File: src/rtl/conv_enc_pkg.sv
// Shared types and helpers for the parameterised convolutional encoder.
package conv_enc_pkg;

   typedef enum logic [1:0] {
      ST_IDLE,
      ST_ENCODE,
      ST_FLUSH
   } state_t;

   localparam int K_MIN   = 3;
   localparam int K_LIMIT = 9;

   // Sets the top k bits of a kmax-wide left-aligned tap window.
   function automatic logic [K_LIMIT-1:0] mask_k(input logic [3:0] k, input int kmax);
      logic [K_LIMIT-1:0] m;
      m = '0;
      for (int i = 0; i < K_LIMIT; i++) begin
         if ((i < kmax) && (i >= kmax - int'(k))) m[i] = 1'b1;
      end
      return m;
   endfunction

   function automatic logic [3:0] sanitize_k(input logic [3:0] k, input int kmax);
      return ((int'(k) < K_MIN) || (int'(k) > kmax)) ? 4'(kmax) : k;
   endfunction

endpackage

File: src/rtl/conv_encoder_param_if.sv
// Bit-in / symbol-out handshake bundle for conv_encoder_param.
interface conv_encoder_param_if;
   logic       in_valid;
   logic       in_ready;
   logic       in_bit;
   logic       in_last;
   logic       out_valid;
   logic       out_ready;
   logic [2:0] out_sym;
   logic [2:0] out_mask;
   logic       out_last;

   modport master (
      output in_valid, in_bit, in_last, out_ready,
      input  in_ready, out_valid, out_sym, out_mask, out_last
   );

   modport slave (
      input  in_valid, in_bit, in_last, out_ready,
      output in_ready, out_valid, out_sym, out_mask, out_last
   );
endinterface

File: src/rtl/conv_enc_parity.sv
// Masked-tap XOR for a single generator polynomial.
module conv_enc_parity #(
   parameter int K_MAX = 7
) (
   input  logic [K_MAX-1:0] taps,
   input  logic [K_MAX-1:0] gen,
   input  logic [K_MAX-1:0] mask,
   output logic             parity
);

   assign parity = ^(taps & gen & mask);

endmodule

File: src/rtl/conv_encoder_param.sv
// Run-time configurable convolutional encoder (K 3..K_MAX, rate 1/2 or 1/3).
// Optional puncturing to rate 2/3 when CONV_ENC_PUNCTURE_EN is defined.
module conv_encoder_param
   import conv_enc_pkg::*;
#(
   parameter int K_MAX   = 7,
   parameter int NUM_GEN = 3
) (
   input  logic             clk,
   input  logic             rst_n,
   input  logic [3:0]       cfg_k,
   input  logic             cfg_rate3,
   input  logic [K_MAX-1:0] cfg_g0,
   input  logic [K_MAX-1:0] cfg_g1,
   input  logic [K_MAX-1:0] cfg_g2,
`ifdef CONV_ENC_PUNCTURE_EN
   input  logic             cfg_punct,
`endif
   conv_encoder_param_if.slave bus
);

   localparam int SR_W = K_MAX - 1;

   state_t           state;
   logic             run;
   logic [SR_W-1:0]  sr;
   logic [3:0]       flush_cnt;
   logic             phase;

   logic [3:0]       k_r;
   logic [K_MAX-1:0] g0_r, g1_r, g2_r;
   logic             rate3_r;
   logic             punct_r;

   logic             vld_p1;
   logic [2:0]       sym_p1;
   logic [2:0]       mask_p1;
   logic             last_p1;

   logic             idle;
   logic [3:0]       k_eff;
   logic [K_MAX-1:0] g0_eff, g1_eff, g2_eff;
   logic             rate3_eff;
   logic             punct_eff;
   logic             phase_eff;
   logic [SR_W-1:0]  sr_eff;
   logic             bit_eff;
   logic [K_MAX-1:0] taps;
   logic [K_MAX-1:0] mask_kv;
   logic [2:0]       parity;
   logic [2:0]       sym_mask;
   logic [2:0]       sym_next;
   logic             slot_free;
   logic             accept_in;
   logic             emit_tail;
   logic             tail_done;

   // In IDLE the live cfg inputs apply so the first bit of a frame already uses them.
   assign idle      = (state == ST_IDLE);
   assign k_eff     = idle ? sanitize_k(cfg_k, K_MAX) : k_r;
   assign g0_eff    = idle ? cfg_g0 : g0_r;
   assign g1_eff    = idle ? cfg_g1 : g1_r;
   assign g2_eff    = idle ? cfg_g2 : g2_r;
   assign rate3_eff = (NUM_GEN == 3) && (idle ? cfg_rate3 : rate3_r);
`ifdef CONV_ENC_PUNCTURE_EN
   assign punct_eff = idle ? cfg_punct : punct_r;
`else
   assign punct_eff = 1'b0;
`endif
   assign phase_eff = idle ? 1'b0 : phase;
   assign sr_eff    = idle ? '0 : sr;
   assign bit_eff   = (state == ST_FLUSH) ? 1'b0 : bus.in_bit;
   assign taps      = {bit_eff, sr_eff};
   assign mask_kv   = K_MAX'(mask_k(k_eff, K_MAX));

   conv_enc_parity #(.K_MAX(K_MAX)) u_par0 (
      .taps(taps), .gen(g0_eff), .mask(mask_kv), .parity(parity[0])
   );

   conv_enc_parity #(.K_MAX(K_MAX)) u_par1 (
      .taps(taps), .gen(g1_eff), .mask(mask_kv), .parity(parity[1])
   );

   generate
      if (NUM_GEN == 3) begin : g_gen2
         conv_enc_parity #(.K_MAX(K_MAX)) u_par2 (
            .taps(taps), .gen(g2_eff), .mask(mask_kv), .parity(parity[2])
         );
      end else begin : g_no_gen2
         assign parity[2] = 1'b0;
      end
   endgenerate

   assign sym_mask  = rate3_eff ? 3'b111 :
                      (punct_eff && phase_eff) ? 3'b001 : 3'b011;
   assign sym_next  = parity & sym_mask;

   assign slot_free = !vld_p1 || bus.out_ready;
   assign bus.in_ready = run && (state != ST_FLUSH) && slot_free;
   assign accept_in = bus.in_valid && bus.in_ready;
   assign emit_tail = (state == ST_FLUSH) && slot_free && (flush_cnt != 4'd0);
   assign tail_done = vld_p1 && bus.out_ready && last_p1;

   // Stage p1: registered output symbol, encoder state and FSM
   always_ff @(posedge clk or negedge rst_n) begin
      if (!rst_n) begin
         state     <= ST_IDLE;
         run       <= 1'b0;
         sr        <= '0;
         flush_cnt <= 4'd0;
         phase     <= 1'b0;
         vld_p1    <= 1'b0;
         sym_p1    <= 3'b000;
         mask_p1   <= 3'b000;
         last_p1   <= 1'b0;
      end else begin
         run <= 1'b1;

         if (accept_in || emit_tail) begin
            vld_p1  <= 1'b1;
            sym_p1  <= sym_next;
            mask_p1 <= sym_mask;
            last_p1 <= emit_tail && (flush_cnt == 4'd1);
            sr      <= {bit_eff, sr_eff[SR_W-1:1]};
            phase   <= !phase_eff;
         end else if (vld_p1 && bus.out_ready) begin
            vld_p1  <= 1'b0;
            last_p1 <= 1'b0;
         end

         if (accept_in && bus.in_last) begin
            flush_cnt <= k_eff - 4'd1;
         end else if (emit_tail) begin
            flush_cnt <= flush_cnt - 4'd1;
         end

         case (state)
            ST_IDLE: begin
               if (accept_in) state <= bus.in_last ? ST_FLUSH : ST_ENCODE;
            end
            ST_ENCODE: begin
               if (accept_in && bus.in_last) state <= ST_FLUSH;
            end
            ST_FLUSH: begin
               if (tail_done) state <= ST_IDLE;
            end
            default: state <= ST_IDLE;
         endcase
      end
   end

   // Frame configuration, captured with the first accepted bit
   always_ff @(posedge clk) begin
      if (idle && accept_in) begin
         k_r     <= k_eff;
         g0_r    <= cfg_g0;
         g1_r    <= cfg_g1;
         g2_r    <= cfg_g2;
         rate3_r <= rate3_eff;
         punct_r <= punct_eff;
      end
   end

   assign bus.out_valid = vld_p1;
   assign bus.out_sym   = sym_p1;
   assign bus.out_mask  = mask_p1;
   assign bus.out_last  = last_p1;

endmodule

File: src/flat_wrapper.sv
// flat-port wrapper written by rule: the top's interface ports become plain ports
module conv_encoder_param_flat import conv_enc_pkg::*;
#(
   parameter int K_MAX   = 7,
   parameter int NUM_GEN = 3
)
  (clk, rst_n, cfg_k, cfg_rate3, cfg_g0, cfg_g1, cfg_g2, bus_in_valid, bus_in_bit, bus_in_last, bus_out_ready, bus_in_ready, bus_out_valid, bus_out_sym, bus_out_mask, bus_out_last);
  conv_encoder_param_if bus_i ();
  input  logic clk;
  input  logic rst_n;
  input  logic [3:0] cfg_k;
  input  logic cfg_rate3;
  input  logic [K_MAX-1:0] cfg_g0;
  input  logic [K_MAX-1:0] cfg_g1;
  input  logic [K_MAX-1:0] cfg_g2;
  input wire logic [$bits(bus_i.in_valid)-1:0] bus_in_valid;
  input wire logic [$bits(bus_i.in_bit)-1:0] bus_in_bit;
  input wire logic [$bits(bus_i.in_last)-1:0] bus_in_last;
  input wire logic [$bits(bus_i.out_ready)-1:0] bus_out_ready;
  output wire logic [$bits(bus_i.in_ready)-1:0] bus_in_ready;
  output wire logic [$bits(bus_i.out_valid)-1:0] bus_out_valid;
  output wire logic [$bits(bus_i.out_sym)-1:0] bus_out_sym;
  output wire logic [$bits(bus_i.out_mask)-1:0] bus_out_mask;
  output wire logic [$bits(bus_i.out_last)-1:0] bus_out_last;
  assign bus_i.in_valid = bus_in_valid;
  assign bus_i.in_bit = bus_in_bit;
  assign bus_i.in_last = bus_in_last;
  assign bus_i.out_ready = bus_out_ready;
  assign bus_in_ready = bus_i.in_ready;
  assign bus_out_valid = bus_i.out_valid;
  assign bus_out_sym = bus_i.out_sym;
  assign bus_out_mask = bus_i.out_mask;
  assign bus_out_last = bus_i.out_last;
  conv_encoder_param #(.K_MAX(K_MAX), .NUM_GEN(NUM_GEN)) u_core (.clk(clk), .rst_n(rst_n), .cfg_k(cfg_k), .cfg_rate3(cfg_rate3), .cfg_g0(cfg_g0), .cfg_g1(cfg_g1), .cfg_g2(cfg_g2), .bus(bus_i));
endmodule
File: config.mk
export PLATFORM = sky130hd
export DESIGN_NAME = conv_encoder_param_flat
export DESIGN_NICKNAME = d
export VERILOG_FILES = /design/src/rtl/conv_enc_pkg.sv /design/src/rtl/conv_encoder_param_if.sv /design/src/rtl/conv_enc_parity.sv /design/src/rtl/conv_encoder_param.sv /design/src/flat_wrapper.sv
export SDC_FILE = /design/constraint.sdc
export NUM_CORES = 1
export LEC_CHECK = 0
export CAP_MARGIN = 5
export CORE_ASPECT_RATIO = 1.2
export CORE_MARGIN = 2
export CORE_UTILIZATION = 47
export CTS_CLUSTER_SIZE = 8
export DETAILED_ROUTE_END_ITERATION = 7
export PLACE_DENSITY_LB_ADDON = 0.12
export SYNTH_ARGS = -nofsm -noshare
export SYNTH_HDL_FRONTEND = slang
export SYNTH_SLANG_ARGS = --single-unit
export TNS_END_PERCENT = 1
File: constraint.sdc
create_clock -name clk -period 3.1 [get_ports clk]
set_input_delay 0.31 -clock clk [delete_from_list [all_inputs] [get_ports clk]]
set_output_delay 0.31 -clock clk [all_outputs]
set_load 0.1 [all_outputs]
======== After elaboration in Yosys (flattened, before gate mapping) ========
Index checks and enable logic that the tools add are counted.
storage, ports and cells
  flip-flop bits (word level) ............. 47
  output and inout bits ................... 9
  word-level logic and storage cells ...... 87
  input port bits ......................... 32
cells by class
  reduce and logical (&&, ||, !) cells .... 22
  equality and inequality tests ........... 7
  $add $sub $neg .......................... 3
  bitwise operators ....................... 7
  mux-type cells .......................... 26
  $lt $le $gt $ge ......................... 9
operators with widths
  operator               number
  $ge A4 B32 Y1 const A  3
  $ge A3 B32 Y1 const A  2
  $and A7 B7 Y7          6
  $ge A1 B32 Y1 const A  1
  $ge A2 B32 Y1 const A  1
  $mux W7                3
  $reduce_xor A7 Y1      3
  $mux W4                4
  $mux W1                12
  $logic_and A1 B1 Y1    10
  $mux W2                4
  $sub A4 B1 Y4 const B  2
  $mux W6                1
  $pmux W2 S3            1
  $sub A3 B4 Y5 const A  1
  $eq A4 B1 Y1 const B   1
  $gt A4 B3 Y1 const B   1
  $lt A4 B2 Y1 const B   1
  $ne A2 B1 Y1 const B   2
  $ne A2 B2 Y1 const B   2
  $reduce_bool A2 Y1     2
  $reduce_bool A4 Y1     1
  $and A3 B3 Y3          1
  $logic_or A1 B1 Y1     3
  6 further kinds        6

======== Logic depth before layout (Yosys ltp) ========
Gate-level depths: netlist of the first run.
  depth in word-level cells ............... 10
  depth in mapped cells ................... 13
  gate-level depth less buffers ........... 11

======== Cells and area by module ========
A second synthesis of the first run with hierarchy kept.
unflattened totals
  cell total of the unflattened synthesis .. 266
  area total of the unflattened synthesis .. 2713.9 µm²
by module, submodules not included
  module              cells an instance  sequential area each (µm²)  area each (µm²)  times used
  conv_encoder_param  233                1281.2                      2383.5           1
  conv_enc_parity     11                 0.0                         110.1            3

======== Worst setup path after synthesis of the first run ========
OpenSTA, ideal clock, no wires.
  path kind ............................... register to register
  start ................................... register u_core.vld_p1, in the netlist u_core.bus.out_valid
  end ..................................... register u_core.g0_r[0], enable pin
  setup slack ............................. 0.087 ns
  required time ........................... 2.715 ns
  data arrival time ....................... 2.628 ns
  path buffers ............................ 0
  library setup time ...................... 0.385 ns
  cell stages (with the launch flop) ...... 4
  period minus slack after synthesis ...... 3.013 ns
  cells stage by stage .................... dfrtp_1 -> nand2b_1 -> and3_1 -> and3_1
on the way
  word-level cells in the longest chain between the ends .. 5
ends and longest elaborated chain
  element                 RTL line                   source
  start, declared         conv_encoder_param.sv:35   logic vld_p1;
  start signal, assigned  conv_encoder_param.sv:112  vld_p1 <= 1'b0;
  start signal, assigned  conv_encoder_param.sv:120  vld_p1 <= 1'b1;
  start signal, assigned  conv_encoder_param.sv:127  vld_p1 <= 1'b0;
  $logic_not A1 Y1        conv_encoder_param.sv:98   assign slot_free = !vld_p1 || bus.out_ready;
  $logic_or A1 B1 Y1      conv_encoder_param.sv:98
  $logic_and A1 B1 Y1     conv_encoder_param.sv:99   assign bus.in_ready = run && (state != ST_FLUSH) && slot_free;
  named net bus_in_ready  flat_wrapper.sv:20         output wire logic [$bits(bus_i.in_ready)-1:0] bus_in_ready;
  $logic_and A1 B1 Y1     conv_encoder_param.sv:100  assign accept_in = bus.in_valid && bus.in_ready;
  $logic_and A1 B1 Y1     conv_encoder_param.sv:154  if (idle && accept_in) begin
  end signal, assigned    conv_encoder_param.sv:156  g0_r <= cfg_g0;
  end, declared           conv_encoder_param.sv:31   logic [K_MAX-1:0] g0_r, g1_r, g2_r;
The timed path passes the listed nets, and every way through them passes these cells.
A chain may end at the register's enable or synchronous reset.

======== Worst setup path in the final report of the first run ========
  start ................................... register u_core.state[1]
  end ..................................... register u_core.sym_p1[1], in the netlist u_core.bus.out_sym[1]
on the way
  word-level cells in the longest chain between the ends .. 8
  elaborated cells on any way between the ends .. 32
  classes of those cells .................. add/sub: 1; order compare: 7; eq/ne: 2; mux: 11; bitwise: 3; reduce/logical: 8
ends and longest elaborated chain
  element                                      RTL line                   source
  start, declared                              conv_encoder_param.sv:24   state_t state;
  start signal, assigned                       conv_encoder_param.sv:139  if (accept_in) state <= bus.in_last ? ST_FLUSH : ST_ENCODE;
  $logic_not A2 Y1                             conv_encoder_param.sv:59   assign idle = (state == ST_IDLE);
  $mux W4                                      conv_encoder_param.sv:60   assign k_eff = idle ? sanitize_k(cfg_k, K_MAX) : k_r;
  $sub A3 B4 Y5                                conv_enc_pkg.sv:18         if ((i < kmax) && (i >= kmax - int'(k))) m[i] = 1'b1;
  $ge A1 B32 Y1, or another cell as far along  conv_enc_pkg.sv:18
  $mux W1                                      conv_enc_pkg.sv:18
  $and A7 B7 Y7                                conv_enc_parity.sv:11      assign parity = ^(taps & gen & mask);
  $reduce_xor A7 Y1                            conv_enc_parity.sv:11
  $and A3 B3 Y3                                conv_encoder_param.sv:96   assign sym_next = parity & sym_mask;
  end signal, assigned                         conv_encoder_param.sv:121  sym_p1 <= sym_next;
  end, declared                                conv_encoder_param.sv:36   logic [2:0] sym_p1;
Several ways; a longest one is shown, not always the timed one.

==> out/metrics.yaml, run 1 <==
outcome:
  status: "complete, no violations"
cts:
  ctsHoldBuffers: 0
  clkTransAtPathRegs_ns: 0.10
  cts_root_buf: "clkbuf_8"
  postCtsSetupBuffers: 0
  cts_tree: "yes"
  clk_latency_ns: 0.31
  clock_path_buffers: 2
  h-tree-depth: 2
  clock-sinks: 46
  numCtsBuffers: 5
  cts_resized: 0
placed_design:
  port_buffers: 40
  gp_congestion: 0.867
  hpwlAfterDp_um: 3440
  place_ws_ns: -0.00870
  placed_cell_area_mm2: 0.00283
setup_path:
  end_kind: "register"
  path_max_fanout: 7
  startpoint_type: "register"
  path_class: "reg2reg"
  rrSetupSlack_ns: 0.27
  cp.arrival_ns: 3.04
  worst-endpoint-required_ns: 3.30
final_layout:
  num_antenna_cells: 0
  drive_gt1_share_pct: 11.7
  final_net_count: 282
  synthToLayoutAreaGrowth_pct: 24.9
  stdcell_area_mm2: 0.00291
floorplan:
  core_area_mm2: 0.00487
  die_w_um: 68.3
  die_area_mm2: 0.00554
  row_count: 28
  die_h_um: 81.2
  io_pins: 41
  start_util_pct: 47.9
sta:
  maxSlewViolCount: 0
  skew_ns: 0.0123
  timing.final.crit_share_pct: 91.4
  tightest_slew_ns: 0.964
  hold_violations: 0
  rsz0062_at_grt: "false"
  worst_slack_ns: 0.266
  max_slew_margin_pct: 35.5
  finalSetupViolCount: 0
  period_needed_ns: 2.83
  fmax_mhz: 353
grt:
  top_usage_layer: "met2"
  antenna_found_initial: 0
  grtUsageMet2_pct: 32.1
  grt_util_all_layers_pct: 19.1
  grt.overflow.total: 0
  grt_pass1_vias: 1634
  met1_usage_pct: 22.9
  use_met3_pct: 4.43
  grt_pass1_wl_um: 7680
  grt_start_max_net_pins: 26
synth:
  synth_compound_area_share_pct: 8.85
  synthXorXnorAreaFrac_pct: 8.96
  syn_inst: 196
  ys_seq_elements: 46
  synthAdderAreaFrac_pct: 2.15
  netlist_area_mm2: 0.00233
  yosys_warnings: 0
  synth_seq_area_share_pct: 54.9
  synth.net_count: 232
  async_flop_share_pct: 43.5
  synthFlopType: "edfxtp_1"
  syn_avg_cell_area_um2: 11.9
  synth_edf_count: 26
  yosys.area_share.simple_pct: 18.2
  netlist-cell-type-count: 48
  muxShareOfSynthArea_pct: 3.38
  synth_top_family_by_area: "simple AND/OR/NAND/NOR gates"
drt:
  wl_um: 4780
  drt_iter0_markers: 97
  viasPerCell: 5.35
  wire_per_inst_um: 15.6
  num_vias: 1642
  drtAntennaViolNets: 0
  drc: 0
  dr.pass1.iters: 4
pwr:
  comb_power_share_pct: 47.6
  power_density_mw_per_mm2: 847
  p_int_mw: 1.41
  p_leak_nw: 1.16
  power.total_mw: 2.47
  p_sw_mw: 1.06
  vdd_drop_max_mv: 0.665
  p_clk_share_pct: 15.2
  power_frac_seq_pct: 37.1
  switching_share_pct: 42.8
hold_path:
  hold_path_class: "reg2reg"
job:
  cap_violations: 0
## flip-flops by register name, indices dropped and copies added, names as in the netlist
register	cells
u_core.bus.out_last	1
u_core.bus.out_mask	2
u_core.bus.out_sym	3
u_core.bus.out_valid	1
u_core.flush_cnt	4
u_core.g0_r	7
u_core.g1_r	7
u_core.g2_r	7
u_core.k_r	4
u_core.rate3_r	1
u_core.run	1
u_core.sr	6
u_core.state	2
## power groups by stage
| stage | combinational, mW | clock [mW] | sequential, mW |
|---|---|---|---|
| 3_3_place_gp | 1.17 | 0 | 0.924 |
| 4_1_cts | 1.19 | 0.381 | 0.916 |
| 2_1_floorplan | 0.661 | 0 | 1.14 |
| 5_1_grt | 1.27 | 0.408 | 0.935 |
| 6_report | 1.18 | 0.376 | 0.917 |
| 3_5_place_dp | 1.18 | 0 | 0.924 |
## synth_stat cells (4+ instances only)
master,n,area share [%]
edfxtp_1,26,33
dfrtp_1,20,21
nand2_1,20,3.2
nor2_1,18,2.9
o21ai_0,13,2.8
nor3b_1,8,2.6
xnor2_1,8,3.0
nand3_1,5,1.1
xnor3_1,5,4.8
ha_1,4,2.1
inv_1,4,0.64
## worst paths after layout
kind                                      start                     to  depth (start not counted)
worst max register to register  u_core.state[1]  u_core.bus.out_sym[1]                          9
max in group asynchronous                 rst_n           u_core.sr[4]                          1
worst min register to register     u_core.sr[1]           u_core.sr[1]                          2
min in group asynchronous                 rst_n  u_core.bus.out_sym[2]                          1
worst min-delay path               u_core.sr[1]           u_core.sr[1]                          2
worst max-delay path            u_core.state[1]  u_core.bus.out_sym[1]                          9
## cell usage in the layout (no fill, tap or decap), drive strengths merged, types with 5 or more instances in the layout
cell type	netlist	routed
xnor3	5	5
edfxtp	26	26
o21ai	15	15
nor3b	9	9
buf	7	12
nand2	20	20
nand3	5	5
dfrtp	20	20
inv	4	5
clkbuf	1	5
xnor2	8	8
clkdlybuf4s50	0	39
nor2	18	18
## through the flow
stage | setup TNS (ns) | cells | util, % | hold WS [ns]
final | 0 | 307 | 59.8 | 0.498
after detailed placement | -0.00870 | 299 | 58.0 | 0.470
after global placement | 0 | 299 | 58.0 | 0.463
after floorplan | 0 | 196 | - | 0.0144
after global routing | 0 | 307 | 59.8 | 0.539
after CTS | 0 | 307 | 59.8 | 0.494
## metal layers
metal	vias up	part of all wire, %
met5	-	0
met4	0	1.9
met3	11	5.1
met2	44	48
met1	776	45
li1	811	-
## area by class of cell
| cell class | instances | area, um^2 |
|---|---|---|
| multi-input combinational | 138 | 973 |
| clock buffer | 5 | 68.8 |
| inverter | 4 | 15.0 |
| timing repair buffer | 51 | 480 |
| tap | 60 | 75.1 |
| fill | 411 | 1960 |
| sequential | 46 | 1280 |
| clock inverter | 3 | 20.0 |
## worst max-delay path, stage by stage (launching register included)
cell	delay (ns)
dfrtp_1	0.47
or2_1	0.29
o21ai_0	0.26
ha_1	0.21
a21oi_1	0.09
nor3_1	0.23
xor2_1	0.22
xnor3_1	0.35
xnor3_1	0.34
mux2_2	0.27
## kinds of logic after synthesis
family                     after synthesis
and+or+nand+nor                         79
DFF                                     46
AOI/OAI and AO/OA                       31
muxes                                    7
buffers and inverters                   12
other                                    1
adders and majority gates                4
xor gates and xnor gates                16
No activity file was read; power rests on OpenSTA's default activity.
==> run 2: changes to the inputs <==
SKIP_CTS_REPAIR_TIMING = 1   (was unset)
==> results of run 2 <==
No change in the layout: final DEF, timing and power equal those of run 1.
